**src/rtl/fwd_hazard_ctrl_if.sv**
```systemverilog
// Decode-to-EX operand-select bus: decode-stage register usage in, EX forward codes and stall out.
// The design (slave) computes forwarding and hazards; the pipeline/driver side is the master.
interface fwd_hazard_ctrl_if #(
    parameter int REG_AW = 5,
    parameter int CNT_W  = 16
);
    logic              id_valid;
    logic [REG_AW-1:0] id_rs1;
    logic [REG_AW-1:0] id_rs2;
    logic [REG_AW-1:0] id_rd;
    logic              id_regwrite;
    logic              id_memread;
    logic              flush;
    logic [1:0]        fwd_a;
    logic [1:0]        fwd_b;
    logic              stall;
    logic [CNT_W-1:0]  stall_cnt;

    modport master (
        output id_valid, id_rs1, id_rs2, id_rd, id_regwrite, id_memread, flush,
        input  fwd_a, fwd_b, stall, stall_cnt
    );

    modport slave (
        input  id_valid, id_rs1, id_rs2, id_rd, id_regwrite, id_memread, flush,
        output fwd_a, fwd_b, stall, stall_cnt
    );
endinterface

```
**src/rtl/fwd_hazard_ctrl.sv**
```systemverilog
// EX-stage forwarding-code producer with load-use stall detection and bubble injection.
// Optional macro FWD_ZERO_REG_EN: source index 0 selects the constant-zero mux leg (code 11).
module fwd_hazard_ctrl #(
    parameter int REG_AW = 5,
    parameter int CNT_W  = 16
) (
    input  logic               clk,
    input  logic               rst_n,
    fwd_hazard_ctrl_if.slave   bus
);

    typedef struct packed {
        logic [REG_AW-1:0] rd;
        logic              regwrite;
        logic              memread;
    } stage_t;

    stage_t ex_q, mem_q, wb_q, ex_d;
    logic [CNT_W-1:0] stall_cnt_q, stall_cnt_d;
    logic stall_c;
    logic bubble;

    // A load in EX whose result decode needs cannot be forwarded in time.
    assign stall_c = bus.id_valid && ex_q.memread && (ex_q.rd != '0) &&
                     ((ex_q.rd == bus.id_rs1) || (ex_q.rd == bus.id_rs2));
    assign bubble  = stall_c || bus.flush;

    always_comb begin
        ex_d = '0;
        if (!bubble) begin
            ex_d.rd       = bus.id_rd;
            ex_d.regwrite = bus.id_regwrite & bus.id_valid;
            ex_d.memread  = bus.id_memread & bus.id_valid;
        end
    end

    always_comb begin
        stall_cnt_d = stall_cnt_q;
        if (stall_c && !bus.flush && (stall_cnt_q != '1)) begin
            stall_cnt_d = stall_cnt_q + CNT_W'(1);
        end
    end

    always_ff @(posedge clk or negedge rst_n) begin
        if (!rst_n) begin
            ex_q        <= '0;
            mem_q       <= '0;
            wb_q        <= '0;
            stall_cnt_q <= '0;
        end else begin
            ex_q        <= ex_d;
            mem_q       <= ex_q;
            wb_q        <= mem_q;
            stall_cnt_q <= stall_cnt_d;
        end
    end

    // One forward-code generator per source operand: gi = 0 -> rs1/fwd_a, gi = 1 -> rs2/fwd_b.
    genvar gi;
    generate
        for (gi = 0; gi < 2; gi++) begin : g_fwd
            logic [REG_AW-1:0] src;
            logic              ex_hit;
            logic              mem_hit;
            logic              zero_src;
            logic [1:0]        code_d;
            logic [1:0]        code_q;

            assign src     = (gi == 0) ? bus.id_rs1 : bus.id_rs2;
            assign ex_hit  = ex_q.regwrite && (ex_q.rd == src) && (ex_q.rd != '0);
            assign mem_hit = mem_q.regwrite && (mem_q.rd == src) && (mem_q.rd != '0);
`ifdef FWD_ZERO_REG_EN
            assign zero_src = (src == '0);
`else
            assign zero_src = 1'b0;
`endif

            // The instruction now in EX will sit in MEM next cycle, so it is the freshest producer.
            always_comb begin
                code_d = 2'b00;
                if (zero_src) begin
                    code_d = 2'b11;
                end else if (ex_hit) begin
                    code_d = 2'b01;
                end else if (mem_hit) begin
                    code_d = 2'b10;
                end
            end

            always_ff @(posedge clk or negedge rst_n) begin
                if (!rst_n) begin
                    code_q <= 2'b00;
                end else if (bubble) begin
                    code_q <= 2'b00;
                end else begin
                    code_q <= code_d;
                end
            end
        end
    endgenerate

    assign bus.fwd_a     = g_fwd[0].code_q;
    assign bus.fwd_b     = g_fwd[1].code_q;
    assign bus.stall     = stall_c;
    assign bus.stall_cnt = stall_cnt_q;

    // WB is tracked for pipeline alignment only; its write lands before the register read.
    logic unused_stage;
    assign unused_stage = ^{wb_q, mem_q.memread};

endmodule
```
**src/flat_wrapper.sv**
```systemverilog
// flat-port wrapper written by rule: the top's interface ports become plain ports
module fwd_hazard_ctrl_flat 
#(
    parameter int REG_AW = 5,
    parameter int CNT_W  = 16
)
  (clk, rst_n, bus_id_valid, bus_id_rs1, bus_id_rs2, bus_id_rd, bus_id_regwrite, bus_id_memread, bus_flush, bus_fwd_a, bus_fwd_b, bus_stall, bus_stall_cnt);
  fwd_hazard_ctrl_if #(.REG_AW(REG_AW), .CNT_W(CNT_W)) bus_i ();
  input  logic clk;
  input  logic rst_n;
  input wire logic [$bits(bus_i.id_valid)-1:0] bus_id_valid;
  input wire logic [$bits(bus_i.id_rs1)-1:0] bus_id_rs1;
  input wire logic [$bits(bus_i.id_rs2)-1:0] bus_id_rs2;
  input wire logic [$bits(bus_i.id_rd)-1:0] bus_id_rd;
  input wire logic [$bits(bus_i.id_regwrite)-1:0] bus_id_regwrite;
  input wire logic [$bits(bus_i.id_memread)-1:0] bus_id_memread;
  input wire logic [$bits(bus_i.flush)-1:0] bus_flush;
  output wire logic [$bits(bus_i.fwd_a)-1:0] bus_fwd_a;
  output wire logic [$bits(bus_i.fwd_b)-1:0] bus_fwd_b;
  output wire logic [$bits(bus_i.stall)-1:0] bus_stall;
  output wire logic [$bits(bus_i.stall_cnt)-1:0] bus_stall_cnt;
  assign bus_i.id_valid = bus_id_valid;
  assign bus_i.id_rs1 = bus_id_rs1;
  assign bus_i.id_rs2 = bus_id_rs2;
  assign bus_i.id_rd = bus_id_rd;
  assign bus_i.id_regwrite = bus_id_regwrite;
  assign bus_i.id_memread = bus_id_memread;
  assign bus_i.flush = bus_flush;
  assign bus_fwd_a = bus_i.fwd_a;
  assign bus_fwd_b = bus_i.fwd_b;
  assign bus_stall = bus_i.stall;
  assign bus_stall_cnt = bus_i.stall_cnt;
  fwd_hazard_ctrl #(.REG_AW(REG_AW), .CNT_W(CNT_W)) u_core (.clk(clk), .rst_n(rst_n), .bus(bus_i));
endmodule
```
**config.mk**
```make
export PLATFORM = sky130hd
export DESIGN_NAME = fwd_hazard_ctrl_flat
export DESIGN_NICKNAME = d
export VERILOG_FILES = /design/src/rtl/fwd_hazard_ctrl_if.sv /design/src/rtl/fwd_hazard_ctrl.sv /design/src/flat_wrapper.sv
export SDC_FILE = /design/constraint.sdc
export NUM_CORES = 1
export LEC_CHECK = 0
export CAP_MARGIN = 20
export CORE_MARGIN = 5
export CORE_UTILIZATION = 50
export CTS_BUF_LIST = sky130_fd_sc_hd__clkbuf_4
export CTS_CLUSTER_DIAMETER = 60
export DETAILED_ROUTE_END_ITERATION = 10
export HOLD_SLACK_MARGIN = 0.12
export PLACE_DENSITY = 0.81
export SLEW_MARGIN = 10
export SYNTH_ARGS = -nofsm -noshare
export SYNTH_HDL_FRONTEND = slang
export SYNTH_SLANG_ARGS = --single-unit
```
**constraint.sdc**
```tcl
create_clock -name clk -period 2 [get_ports clk]
set_input_delay 0.4 -clock clk [delete_from_list [all_inputs] [get_ports clk]]
set_output_delay 0.4 -clock clk [all_outputs]
set_load 0.05 [all_outputs]
```
==> results of run 1 <==
[kinds of logic (layout without fill, tap and decap cells)]
group	after synthesis	in the layout
compound gates	3	3
buf+inv	5	79
fa+ha+maj	1	1
mux	1	1
simple gates	66	66
xor+xnor	35	35
flops	33	33
[final timing paths]
check,to,startpoint,cells past startpoint
setup reg to reg,u_core.bus.stall_cnt[4]$_DFFE_PN0P_,u_core.ex_q[2]$_DFF_PN0_,8
hold reg to reg,u_core.mem_q[1]$_DFF_PN0_,u_core.ex_q[1]$_DFF_PN0_,0
max in group asynchronous,u_core.bus.stall_cnt[6]$_DFFE_PN0P_,rst_n,2
setup / recovery,bus_stall,u_core.ex_q[2]$_DFF_PN0_,6
min in group clk,u_core.mem_q[1]$_DFF_PN0_,u_core.ex_q[1]$_DFF_PN0_,0
hold / removal,u_core.bus.stall_cnt[12]$_DFFE_PN0P_,rst_n,2
[registers in the layout (all words and copies together) (netlist names)]
register              count
u_core.bus.fwd_a          2
u_core.bus.stall_cnt     16
u_core.bus.fwd_b          2
u_core.ex_q               7
u_core.mem_q              6
[cells in the final DEF (no fill, tap or decap), drive strengths merged, types with 6 or more instances in the layout]
| cell type | synthesis | final |
|---|---|---|
| dlygate4sd2 | 0 | 9 |
| and2 | 6 | 6 |
| clkbuf | 2 | 6 |
| nor4 | 8 | 8 |
| nand3 | 9 | 9 |
| nor3 | 12 | 12 |
| clkdlybuf4s50 | 0 | 21 |
| xor2 | 23 | 23 |
| buf | 2 | 35 |
| xnor2 | 12 | 12 |
| dfrtp | 33 | 33 |
[worst reg2reg max path: cells and delay by family, from the launching register on]
family | cells | cell delay (ps)
buffers and inverters | 2 | 310
DFF | 1 | 470
and+or+nand+nor | 4 | 790
xor gates and xnor gates | 2 | 410
[cell type report]
class                           count  area, um^2
Fill cell                         208         748
Multi-Input combinational cell    106         932
Sequential cell                    33         837
Clock buffer                        6        45.0
Inverter                            1        3.75
Tap cell                           46        57.6
Timing Repair Buffer               70         627
Clock inverter                      2        33.8
[through the flow]
stage,setup WS (ps),TNS (ps),power [W],cell area (um^2),instances
floorplan,9.93,0,0.000790,1670,144
global placement,-369,-6000,0.000885,2290,251
detailed placement,-534,-8360,0.000894,2290,251
CTS,-90.9,-90.9,0.00140,2410,261
global route,-235,-997,0.00147,2540,264
finish,-175,-318,0.00141,2540,264
[power by group]
group / leakage (nW) / internal, W / total (W) / switching, W
combinational: 0.772 / 0.000104 / 0.000208 / 0.000104
sequential: 0.429 / 0.000683 / 0.000704 / 0.0000210
clock: 0.0433 / 0.000274 / 0.000501 / 0.000227
[layer usage]
layer  track usage [%]  wire, um
met1              25.2      1830
met5                 0         0
met4              11.4       164
met3              3.33       247
met2              36.7      2450
[repair_timing]
action | CTS | global route
pin swaps | 9 | 6
setup endpoints to repair | 14 | 15
setup buffers | 2 | 3
resized for setup | 17 | 21
gates cloned | 0 | 0
==> impl_metrics.tcl, run 1 <==
set metrics [dict create \
    finish.utilization_pct 77.2 \
    r2r_slack_ps -70 \
    path_delay_family "simple AND/OR/NAND/NOR gates" \
    yosys.area_share.simple_pct 26.5 \
    path_clk_slew_ps 110 \
    hold_path_class "in2async" \
    routed_via_density 5.56 \
    synth.most_common_cell "dfrtp_1" \
    synth_cell_types 32 \
    track_usage_pct 21.3 \
    synth_mux_area_share_pct 0.906 \
    core_mm2 0.00328 \
    power.density_mw_per_mm2 557 \
    die_w_um 67.6 \
    setup_ws_ps -175 \
    path_cells "xnor2_1 -> nand3_1 -> nor3_4 -> nor2_4 -> nor2_4 -> buf_12" \
    yosys.area.top_type_share_pct 49.8 \
    max_slew.worst_pin.slew_ps 513 \
    max-slew-margin-rel_pct 65.7 \
    ys_seq_area_share_pct 49.8 \
    syn-cell-area_mm2 0.00166 \
    final_nets 239 \
    die_y_um 67.6 \
    leakage_nw 1.25 \
    synth_common_cells "33 x dfrtp_1, 23 x xor2_1, 12 x xnor2_1, 11 x nor3_1, 9 x nand3_1" \
    cts_hold_buf 0 \
    drt_wl_total_um 4700 \
    drive_gt1_share_pct 37.2 \
    clkLatencyLatePin_ps 350 \
    ctsLongestPathBuffers 2 \
    place.gp.congestion 0.886 \
    ys.flop_type "dfrtp_1" \
    grt_start_max_net_pins 34 \
    syn2layout_area_growth_pct 53.1 \
    cts-root-buf "clkbuf_4" \
    antenna_cells 0 \
    cts_tree "built" \
    async_flop_share_pct 100 \
    startpoint_type "flop" \
    critPathMaxStageDelay_ps 470 \
    ios 42 \
    synth-seq-cells 33 \
    antenna_found_initial 0 \
    critPathKind "reg2out" \
    post_drt_wl_per_cell_um 17.8 \
    synth_xor_area_share_pct 18.5 \
    critical_path.slowest_cell "dfrtp_1" \
    fin_crit_ps 2180 \
    first_iter_violations 120 \
    vias 1469 \
    max_cap_violations 0 \
    clock_sinks 33 \
    cts_made_buffers 5 \
    htree_levels 2 \
    setup_violations 4 \
    end_kind "output port" \
    ant_nets 0 \
    die_area_mm2 0.00456 \
    grt_pass1_vias 1437 \
    synth_top_family_by_area "simple AND/OR/NAND/NOR gates" \
    initial_core_util_pct 50.4 \
    synth_top_area_cell "dfrtp_1" \
    crit_buf_inv 1 \
    port_buffers 41 \
    grt_pass1_wl_um 7040 \
    cp_max_fo 4 \
    hpwlAfterDp_um 3090 \
    fin_crit_sh_pct 109 \
    yosysWarnings 0 \
    synth_compound_gate_area_share_pct 1.44 \
    rsz0062_at_grt "true" \
    status "finished, violations left" \
    std_cell_rows 21 \
    drt_first_pass_iters 4 \
    finalHoldViolCount 0 \
    syn_nets 166 \
    whs_ps 436 \
    synth-edff-count 0 \
    required_ps 1600 \
    drc_errors 0 \
    synthTopCellsByArea "dfrtp_1 50%, xor2_1 12%, xnor2_1 6.3%" \
    fmax_mhz 460 \
    crit_arrival_ps 1780 \
    synthAdderAreaFrac_pct 0.755 \
    violations "negative setup slack" \
    overflow 0 \
    synthCells 144 \
    fin_skew_ps 11.4 \
    final_max_slew_viol_count 0 \
    path_common_cell "nor2_4" \
    ir_drop_uv 404 \
    syn_area_per_cell_um2 11.5 \
]
No activity file was read; power rests on OpenSTA's default activity.
==> inputs of run 2 (changes only) <==
--- a/config.mk
+++ b/config.mk
@@ -6,6 +6,7 @@
 export NUM_CORES = 1
 export LEC_CHECK = 0
 export CAP_MARGIN = 20
+export CORE_ASPECT_RATIO = 1.1
 export CORE_MARGIN = 5
 export CORE_UTILIZATION = 50
 export CTS_BUF_LIST = sky130_fd_sc_hd__clkbuf_4
==> constraint.sdc (replaced) <==
create_clock -name clk -period 2.5 [get_ports clk]
set_input_delay 0.5 -clock clk [delete_from_list [all_inputs] [get_ports clk]]
set_output_delay 0.5 -clock clk [all_outputs]
set_load 0.05 [all_outputs]
==> impl_metrics.tcl, run 2 (synthesized netlist as in run 1, its figures left out) <==
set metrics [dict create \
    setup_ws_ps 81.3 \
    grt_pass1_wl_um 6000 \
    ir_drop_uv 312 \
    ctsLongestPathBuffers 2 \
    hp-start "u_core.ex_q[1]$_DFF_PN0_" \
    finalInstanceArea_mm2 0.00226 \
    hold_path_class "reg2reg" \
    layout_commonest_cell "clkdlybuf4s50_1" \
    startpoint "bus_id_rs1[4]" \
    track_usage_pct 16.8 \
    status "completed" \
    grt_start_max_net_pins 34 \
    vias 1281 \
    fin_crit_sh_pct 96.7 \
    cts-root-buf "clkbuf_4" \
    cts_hold_buf 0 \
    fin_crit_ps 2420 \
    ios 42 \
    end_kind "output port" \
    crit_arrival_ps 1920 \
    drc_errors 0 \
    antenna_cells 0 \
    die_w_um 64.9 \
    place.gp.congestion 0.843 \
    antenna_found_initial 0 \
    fin_skew_ps 4.83 \
    max_cap_violations 0 \
    rsz0062_at_grt "false" \
    std_cell_rows 22 \
    max_slew.worst_pin.slew_ps 597 \
    final_nets 219 \
    post_dp_cell_area_mm2 0.00217 \
    cts_made_buffers 5 \
    clkLatencyLatePin_ps 310 \
    critPathKind "in2out" \
    core_mm2 0.00328 \
    final_max_slew_viol_count 0 \
    routed_via_density 5.47 \
    cts_setup_buffers 0 \
    r2r_start "u_core.bus.stall_cnt[5]$_DFFE_PN0P_" \
    finish.utilization_pct 69.1 \
    setup_violations 0 \
    ant_nets 0 \
    hpwlAfterDp_um 2780 \
    required_ps 2000 \
    largest_register_ff_count 16 \
    clock_sinks 33 \
    port_buffers 41 \
    cts_tree "built" \
    drive_gt1_share_pct 16.7 \
    cp_max_fo 4 \
    placed_cells_incl_taps 226 \
    htree_levels 2 \
    die_area_mm2 0.00457 \
    path_clk_slew_ps 100 \
    leakage_nw 0.998 \
    fin_cells 234 \
    power.density_mw_per_mm2 476 \
    grt_pass1_vias 1297 \
    initial_core_util_pct 50.6 \
    drt_first_pass_iters 4 \
    die_y_um 70.4 \
    syn2layout_area_growth_pct 36.6 \
    max-slew-margin-rel_pct 59.2 \
    overflow 0 \
    post_drt_wl_per_cell_um 15.4 \
    first_iter_violations 44 \
    drt_wl_total_um 3600 \
    fmax_mhz 413 \
    finalHoldViolCount 0 \
    pre_cts_ws_ps -65.3 \
    layout_common_cells "40 x clkdlybuf4s50_1, 33 x dfrtp_1, 23 x xor2_1" \
    startpoint_type "input port" \
]
## run 2: routing by layer
layer  wire (um)  up-vias  share of wire [%]  GRT usage, %
li1            -      615                  -             -
met1        1580      611                 44          22.0
met2        1840       49                 51          27.7
met3         139        6                3.9          3.22
met4          45        0                1.3          5.40
met5           0        -                  0             0
## run 2: path summary, 6_finish.rpt
check,depth (start not counted),end,slack [ps]
max,7,bus_stall,80
min,0,u_core.mem_q[1]$_DFF_PN0_,450
max reg2reg,6,u_core.bus.stall_cnt[8]$_DFFE_PN0P_,470
min reg2reg,0,u_core.mem_q[1]$_DFF_PN0_,450
max in group asynchronous,2,u_core.bus.stall_cnt[8]$_DFFE_PN0P_,1640
min in group asynchronous,2,u_core.bus.fwd_a[0]$_DFF_PN0_,570
## run 2: where the power goes
part           internal, W  leakage (nW)  switching (W)
Sequential        0.000546         0.443      0.0000151
Clock             0.000207        0.0389       0.000174
Combinational    0.0000707         0.516      0.0000650
Total             0.000823         0.998       0.000254
## run 2: final cells by class
cell class | instances | area [um^2]
Multi-Input combinational cell | 106 | 810
Inverter | 1 | 3.75
Tap cell | 36 | 45.0
Timing Repair Buffer | 50 | 500
Sequential cell | 33 | 826
Clock inverter | 3 | 41.3
Fill cell | 240 | 1010
Clock buffer | 5 | 37.5
## run 2: critical path, stage by stage
cell	delay (ps)
clkdlybuf4s50_1	500
xnor2_1	130
nand3_1	110
nor3_2	230
nor2_2	110
nor2_2	160
buf_12	160
## run 2: metrics by stage
stage	power, W	hold slack [ps]	TNS, ps
global placement	0.000700	402	0
CTS	0.00109	456	0
global route	0.00112	466	0
floorplan	0.000631	204	0
detailed placement	0.000706	434	-146
finish	0.00108	455	0
## run 2: timing repair
action	4_1_cts	5_1_grt
gates cloned	0	0
setup endpoints to repair	1	1
pin swaps	0	2
resized for setup	2	0
hold endpoints to repair	0	0
